$ cat config.mk
export PLATFORM = sky130hd
export DESIGN_NAME = rom_pair_sequencer_flat
export DESIGN_NICKNAME = d
export VERILOG_FILES = /design/src/rtl/rom_pair_sequencer_if.sv /design/src/rtl/rom_pair_sequencer.sv /design/src/flat_wrapper.sv
export SDC_FILE = /design/constraint.sdc
export NUM_CORES = 1
export LEC_CHECK = 0
export ABC_AREA = 1
export CORE_MARGIN = 2
export CORE_UTILIZATION = 45
export DETAILED_ROUTE_END_ITERATION = 7
export GPL_TIMING_DRIVEN = 0
export HOLD_SLACK_MARGIN = 0.15
export PLACE_DENSITY_LB_ADDON = 0.2
export SYNTH_ARGS = -nofsm -noshare
export SYNTH_HDL_FRONTEND = slang
export SYNTH_SLANG_ARGS = --single-unit
$ cat constraint.sdc
create_clock -name clk -period 4.8 [get_ports clk]
set_clock_uncertainty 0.1 [all_clocks]
set_input_delay 0.96 -clock clk [delete_from_list [all_inputs] [get_ports clk]]
set_output_delay 0.96 -clock clk [all_outputs]
set_load 0.01 [all_outputs]
$ cat src/rtl/rom_pair_sequencer_if.sv
// ----------------------------------------------------------------------------
// rom_pair_sequencer_if
// Bundles the host run-request signals, the ROM/ALU datapath address/result
// signals and the result-RAM write port of rom_pair_sequencer.
//
// Handshake: a run request is a level on `start` that is accepted on a rising
// clock edge only while `busy` is 0. The acceptance edge is the point where
// base_addr1/base_addr2/num_pairs are captured. `busy` is 1 from that edge
// until the edge that raises the one-cycle `done` pulse, so `start` can be
// held or pulsed freely while a run is in progress without effect.
//
// Modports:
//   master : the sequencer (drives addresses, RAM port, status)
//   slave  : the environment (host + datapath + RAM)
// ----------------------------------------------------------------------------
interface rom_pair_sequencer_if;
  // host side
  logic        start;
  logic [2:0]  base_addr1;
  logic [2:0]  base_addr2;
  logic [3:0]  num_pairs;
  logic        busy;
  logic        done;
  // datapath side
  logic [7:0]  result;
  logic [2:0]  rom_addr1;
  logic [2:0]  rom_addr2;
  // result RAM write port and running sum
  logic        ram_we;
  logic [2:0]  ram_addr;
  logic [7:0]  ram_wdata;
  logic [10:0] acc;

  modport master (
    input  start, base_addr1, base_addr2, num_pairs, result,
    output busy, done, rom_addr1, rom_addr2, ram_we, ram_addr, ram_wdata, acc
  );

  modport slave (
    output start, base_addr1, base_addr2, num_pairs, result,
    input  busy, done, rom_addr1, rom_addr2, ram_we, ram_addr, ram_wdata, acc
  );
endinterface

$ cat src/rtl/rom_pair_sequencer.sv
// ----------------------------------------------------------------------------
// rom_pair_sequencer
// Walks the ROM/ALU datapath through up to 8 address pairs per run. Each pair
// is launched on the address outputs, held for LAT cycles, then the datapath
// result is written to the result RAM (address = pair index) and added to an
// 11-bit running sum.
//
// Ports:
//   clk      : system clock, rising edge
//   reset    : synchronous active-high reset
//   bus      : rom_pair_sequencer_if.master (host, datapath and RAM signals)
//   state_o  : current FSM state (0 IDLE, 1 WAIT, 2 WRITE) for observation
//
// Parameter:
//   LAT : datapath latency in cycles, 1..7
// ----------------------------------------------------------------------------
module rom_pair_sequencer #(
  parameter int unsigned LAT = 2
) (
  input  logic                        clk,
  input  logic                        reset,
  rom_pair_sequencer_if.master        bus,
  output logic [1:0]                  state_o
);

  localparam logic [2:0] LAT_C = 3'(LAT);

  typedef enum logic [1:0] {
    S_IDLE  = 2'd0,
    S_WAIT  = 2'd1,
    S_WRITE = 2'd2
  } state_t;

  state_t      state_q, state_d;
  logic [3:0]  n_q, n_d;
  logic [2:0]  base1_q, base1_d;
  logic [2:0]  base2_q, base2_d;
  logic [2:0]  k_q, k_d;
  logic [2:0]  cnt_q, cnt_d;
  logic [2:0]  a1_q, a1_d;
  logic [2:0]  a2_q, a2_d;
  logic [2:0]  waddr_q, waddr_d;
  logic [7:0]  wdata_q, wdata_d;
  logic [10:0] acc_q, acc_d;
  logic        we_q, we_d;
  logic        busy_q, busy_d;
  logic        done_q, done_d;
  // An empty run still has to report `done` one cycle after acceptance;
  // this flag carries that pending pulse while the FSM stays in IDLE.
  logic        empty_q, empty_d;
  logic [3:0]  n_eff;

  always_comb begin
    state_d = state_q;
    n_d     = n_q;
    base1_d = base1_q;
    base2_d = base2_q;
    k_d     = k_q;
    cnt_d   = cnt_q;
    a1_d    = a1_q;
    a2_d    = a2_q;
    waddr_d = waddr_q;
    wdata_d = wdata_q;
    acc_d   = acc_q;
    we_d    = 1'b0;
    busy_d  = busy_q;
    done_d  = 1'b0;
    empty_d = empty_q;
    n_eff   = (bus.num_pairs > 4'd8) ? 4'd8 : bus.num_pairs;

    case (state_q)
      S_IDLE: begin
        if (empty_q) begin
          done_d  = 1'b1;
          busy_d  = 1'b0;
          empty_d = 1'b0;
        end else if (bus.start) begin
          n_d     = n_eff;
          base1_d = bus.base_addr1;
          base2_d = bus.base_addr2;
          acc_d   = 11'd0;
          k_d     = 3'd0;
          busy_d  = 1'b1;
          if (n_eff == 4'd0) begin
            empty_d = 1'b1;
          end else begin
            a1_d    = bus.base_addr1;
            a2_d    = bus.base_addr2;
            cnt_d   = LAT_C;
            state_d = S_WAIT;
          end
        end
      end

      S_WAIT: begin
        // cnt_q == 1 marks the edge LAT cycles after the address launch
        if (cnt_q == 3'd1) begin
          wdata_d = bus.result;
          waddr_d = k_q;
          we_d    = 1'b1;
          acc_d   = acc_q + 11'(bus.result);
          state_d = S_WRITE;
        end else begin
          cnt_d = cnt_q - 3'd1;
        end
      end

      S_WRITE: begin
        if ({1'b0, k_q} == n_q - 4'd1) begin
          done_d  = 1'b1;
          busy_d  = 1'b0;
          state_d = S_IDLE;
        end else begin
          // 3-bit sums wrap naturally, independently per address
          k_d     = k_q + 3'd1;
          a1_d    = base1_q + k_q + 3'd1;
          a2_d    = base2_q + k_q + 3'd1;
          cnt_d   = LAT_C;
          state_d = S_WAIT;
        end
      end

      default: state_d = S_IDLE;
    endcase
  end

  always_ff @(posedge clk) begin
    if (reset) begin
      state_q <= S_IDLE;
      n_q     <= 4'd0;
      base1_q <= 3'd0;
      base2_q <= 3'd0;
      k_q     <= 3'd0;
      cnt_q   <= 3'd0;
      a1_q    <= 3'd0;
      a2_q    <= 3'd0;
      waddr_q <= 3'd0;
      wdata_q <= 8'd0;
      acc_q   <= 11'd0;
      we_q    <= 1'b0;
      busy_q  <= 1'b0;
      done_q  <= 1'b0;
      empty_q <= 1'b0;
    end else begin
      state_q <= state_d;
      n_q     <= n_d;
      base1_q <= base1_d;
      base2_q <= base2_d;
      k_q     <= k_d;
      cnt_q   <= cnt_d;
      a1_q    <= a1_d;
      a2_q    <= a2_d;
      waddr_q <= waddr_d;
      wdata_q <= wdata_d;
      acc_q   <= acc_d;
      we_q    <= we_d;
      busy_q  <= busy_d;
      done_q  <= done_d;
      empty_q <= empty_d;
    end
  end

  assign bus.rom_addr1 = a1_q;
  assign bus.rom_addr2 = a2_q;
  assign bus.ram_we    = we_q;
  assign bus.ram_addr  = waddr_q;
  assign bus.ram_wdata = wdata_q;
  assign bus.acc       = acc_q;
  assign bus.busy      = busy_q;
  assign bus.done      = done_q;
  assign state_o       = state_q;

endmodule

$ cat src/flat_wrapper.sv
// flat-port wrapper written by rule: the top's interface ports become plain ports
module rom_pair_sequencer_flat 
#(
  parameter int unsigned LAT = 2
)
  (clk, reset, state_o, bus_start, bus_base_addr1, bus_base_addr2, bus_num_pairs, bus_result, bus_busy, bus_done, bus_rom_addr1, bus_rom_addr2, bus_ram_we, bus_ram_addr, bus_ram_wdata, bus_acc);
  rom_pair_sequencer_if bus_i ();
  input  logic clk;
  input  logic reset;
  output logic [1:0] state_o;
  input wire logic [$bits(bus_i.start)-1:0] bus_start;
  input wire logic [$bits(bus_i.base_addr1)-1:0] bus_base_addr1;
  input wire logic [$bits(bus_i.base_addr2)-1:0] bus_base_addr2;
  input wire logic [$bits(bus_i.num_pairs)-1:0] bus_num_pairs;
  input wire logic [$bits(bus_i.result)-1:0] bus_result;
  output wire logic [$bits(bus_i.busy)-1:0] bus_busy;
  output wire logic [$bits(bus_i.done)-1:0] bus_done;
  output wire logic [$bits(bus_i.rom_addr1)-1:0] bus_rom_addr1;
  output wire logic [$bits(bus_i.rom_addr2)-1:0] bus_rom_addr2;
  output wire logic [$bits(bus_i.ram_we)-1:0] bus_ram_we;
  output wire logic [$bits(bus_i.ram_addr)-1:0] bus_ram_addr;
  output wire logic [$bits(bus_i.ram_wdata)-1:0] bus_ram_wdata;
  output wire logic [$bits(bus_i.acc)-1:0] bus_acc;
  assign bus_i.start = bus_start;
  assign bus_i.base_addr1 = bus_base_addr1;
  assign bus_i.base_addr2 = bus_base_addr2;
  assign bus_i.num_pairs = bus_num_pairs;
  assign bus_i.result = bus_result;
  assign bus_busy = bus_i.busy;
  assign bus_done = bus_i.done;
  assign bus_rom_addr1 = bus_i.rom_addr1;
  assign bus_rom_addr2 = bus_i.rom_addr2;
  assign bus_ram_we = bus_i.ram_we;
  assign bus_ram_addr = bus_i.ram_addr;
  assign bus_ram_wdata = bus_i.ram_wdata;
  assign bus_acc = bus_i.acc;
  rom_pair_sequencer #(.LAT(LAT)) u_core (.clk(clk), .reset(reset), .bus(bus_i), .state_o(state_o));
endmodule
==> run summary <==
Worst path max stage delay - 490 ps
Die X - 80.69 um
Post-Syn Area - 2646 um^2
Register area - 1001 um^2
Combinational share of power - 0.335
CTS Hold Bufs - 0
Ys async rst share - 0
Final setup viols - 0
Vias in the first global route - 2330
TritonCTS clock tree - built
Critical Path Source Type - primary input
Synth warn - 0
DR WL/cell - 12.00 um
First-pass GRT wire length - 10460 um
Setup crit end kind - register
Fmax - 374.7 MHz
Most frequent CP cell - nand2_1
Area delta synth->final - 26.67%
Worst EP arrival - 2820 ps
Worst VDD drop - 182.8 uV
First-pass detailed-route iteration total - 4
Power per standard cell area - 346.7 nW/um^2
Grt ovf - 0
Clock share of power - 0.227
Initial antenna violation count - 0
Critical path class - in -> reg
RePlAce Congestion - 0.8454
Fill cell count - 545
Post-CTS sizing - 0
Worst slew pin tran - 517.8 ps
Root buffer cell - clkbuf_8
Critical path fanouts, max - 3
Via/cell ratio - 4.954
Drt initial violations - 122
Reg power frac - 0.438
Post-route ant nets - 0
Total Routing Usage GR - 0.2060
DRT Wirelength - 6253 um
Hold Crit Class - reg -> reg
Layout cell share with drive strength beyond 1 - 0.04900
Number of synthesized flops with an enable pin - 0
Synth Flop Type - dfxtp_1
Clk Latency, worst-skew pair - 310 ps
Setup TNS - 0 ps
CP max-delay cell - clkdlybuf4s50_1
Outcome - finished, final reports clean
Final period utilization - 0.5560
# IOs - 54
Sw Ratio - 0.3510
Core footprint - 5608 um^2
Drt drc - 0
P_sw - 407.9 uW
Synth top area share - 0.3783
Hold Vio Cnt, Final - 0
Tmin final - 2669 ps
Dpl hpwl - 4761 um
IO Port Bufs - 52
Sink Count - 50
Clk buf depth - 2
Diode count - 0
Post-synthesis sequential area ratio - 0.3783
Setup Buffers After CTS - 0
CP cell instances - clkdlybuf4s50_1 -> ha_1 -> fa_1 -> nand2_1 -> o21ai_0 -> nand4_1 -> nand2_1 -> nand2_1 -> nand2_1 -> nand2_1 -> nor2_1
WP data required - 4950 ps
Max Cap Viol - 0
R2R setup slack - 2800 ps
Final net count - 486
Synth area leader - dfxtp_1
Vias after detailed routing - 2581
Cells after Synth - 389
Post-Syn Nets - 427
Area contributors post-synth - dfxtp_1 (38%), nand2_1 (13%), nor2_1 (9.5%), inv_1 (6.8%), ha_1 (6.6%)
Slew headroom - 0.6548
Leak pwr - 0.001534 uW
Cts bufs inserted - 5
Die H - 80.69 um
Largest net degree at the start of global routing - 16
Synth cell types - 28
Clk slew on worst S/H paths - 100 ps
Pwr Total - 1162 uW
DIE AREA - 6510 um^2
Rows - 27
Initial core utilization - 0.4719
Area occupied by multi-input gates - 1401 um^2
Final Max Tran Viols - 0
RSZ-0062 raised after global routing - false
Power Internal - 754.1 uW
#FFs+latches synth - 50
Mean Syn Cell Area - 6.803 um^2
H-tree depth - 2
metrics by stage:
stage               hold slack (ps)    util  area [um^2]  std cells  setup WS, ps
detailed placement            359.9  0.5808         3257        513          1782
global placement              352.5  0.5808         3257        513          1846
CTS                           374.8  0.5977         3352        521          2106
floorplan                     333.2       -         2646        389          2504
finish                        370.4  0.5977         3352        521          2131
global route                  401.8  0.5977         3352        521          1868
cell usage in the layout, fill, tap and decap left out, drive strengths merged, types with 3 or more instances in the layout:
cell type	instances
dfxtp	50
buf	5
ha	14
o21ai	32
o22ai	3
nand3	17
clkbuf	12
a21oi	27
nand2	95
nand4	7
fa	3
clkdlybuf4s50	52
nor2	70
inv	49
xor2	4
metal layers:
layer	global-route usage	wire length, um
met2	0.3642	3098
met3	0.03146	301
met5	0	0
met4	0.05932	66
met1	0.2578	2787
final timing paths:
kind | start | endpoint | cells past startpoint
worst min register to register | u_core.base2_q[0]$_SDFFE_PP0P_ | u_core.base2_q[0]$_SDFFE_PP0P_ | 2
worst min-delay path | u_core.base2_q[0]$_SDFFE_PP0P_ | u_core.base2_q[0]$_SDFFE_PP0P_ | 2
worst max register to register | u_core.k_q[0]$_SDFFE_PP0P_ | u_core.bus.rom_addr1[2]$_SDFFE_PP0P_ | 10
worst max-delay path | bus_result[0] | u_core.bus.acc[10]$_SDFFE_PP0P_ | 11
cell usage after synthesis, types with 4 or more instances:
cell type / instances
o21ai_0: 31
nand3_1: 16
ha_1: 14
a21oi_1: 27
nor2_1: 67
clkbuf_1: 6
nand2_1: 93
inv_1: 48
xor2_1: 4
nand4_1: 7
dfxtp_1: 50
cell families after synthesis:
logic type,share of synthesized area
compound gates,0.1210
xor+xnor,0.01324
fa+ha+maj,0.08889
buf+inv,0.09219
flops,0.3783
simple gates,0.3064
final cells by class:
class / count / area share
Buffer: 11 / 0.01680
Clock buffer: 6 / 0.02464
Clock inverter: 2 / 0.003733
Inverter: 50 / 0.05599
Multi-Input combinational cell: 278 / 0.4181
Sequential cell: 50 / 0.2986
Tap cell: 72 / 0.02688
Timing Repair Buffer: 52 / 0.1553
state kept, by name, summed over array words and instances, names as in the netlist:
name	flops
u_core.bus.acc	11
u_core.bus.busy	1
u_core.k_q	3
u_core.n_q	4
u_core.bus.ram_addr	3
u_core.state_o	2
u_core.bus.rom_addr1	3
u_core.cnt_q	3
u_core.bus.rom_addr2	3
u_core.bus.done	1
u_core.empty_q	1
u_core.base2_q	3
u_core.base1_q	3
u_core.bus.ram_wdata	8
u_core.bus.ram_we	1
power by group through the flow:
stage                     Clock [uW]  Sequential (uW)  Combinational (uW)
after floorplan                    0              527                 243
after global placement             0              518                 382
after detailed placement           0              519                 390
after CTS                        270              510                 392
after global routing             285              517                 446
final                            264              509                 389
worst max-delay path, delay by kind of cell:
kind	cells	cell delay [ps]
fa+ha+maj	2	380
buf+inv	1	490
simple gates	7	620
compound gates	1	360
Note: power is estimated with default switching activity, not from simulation.
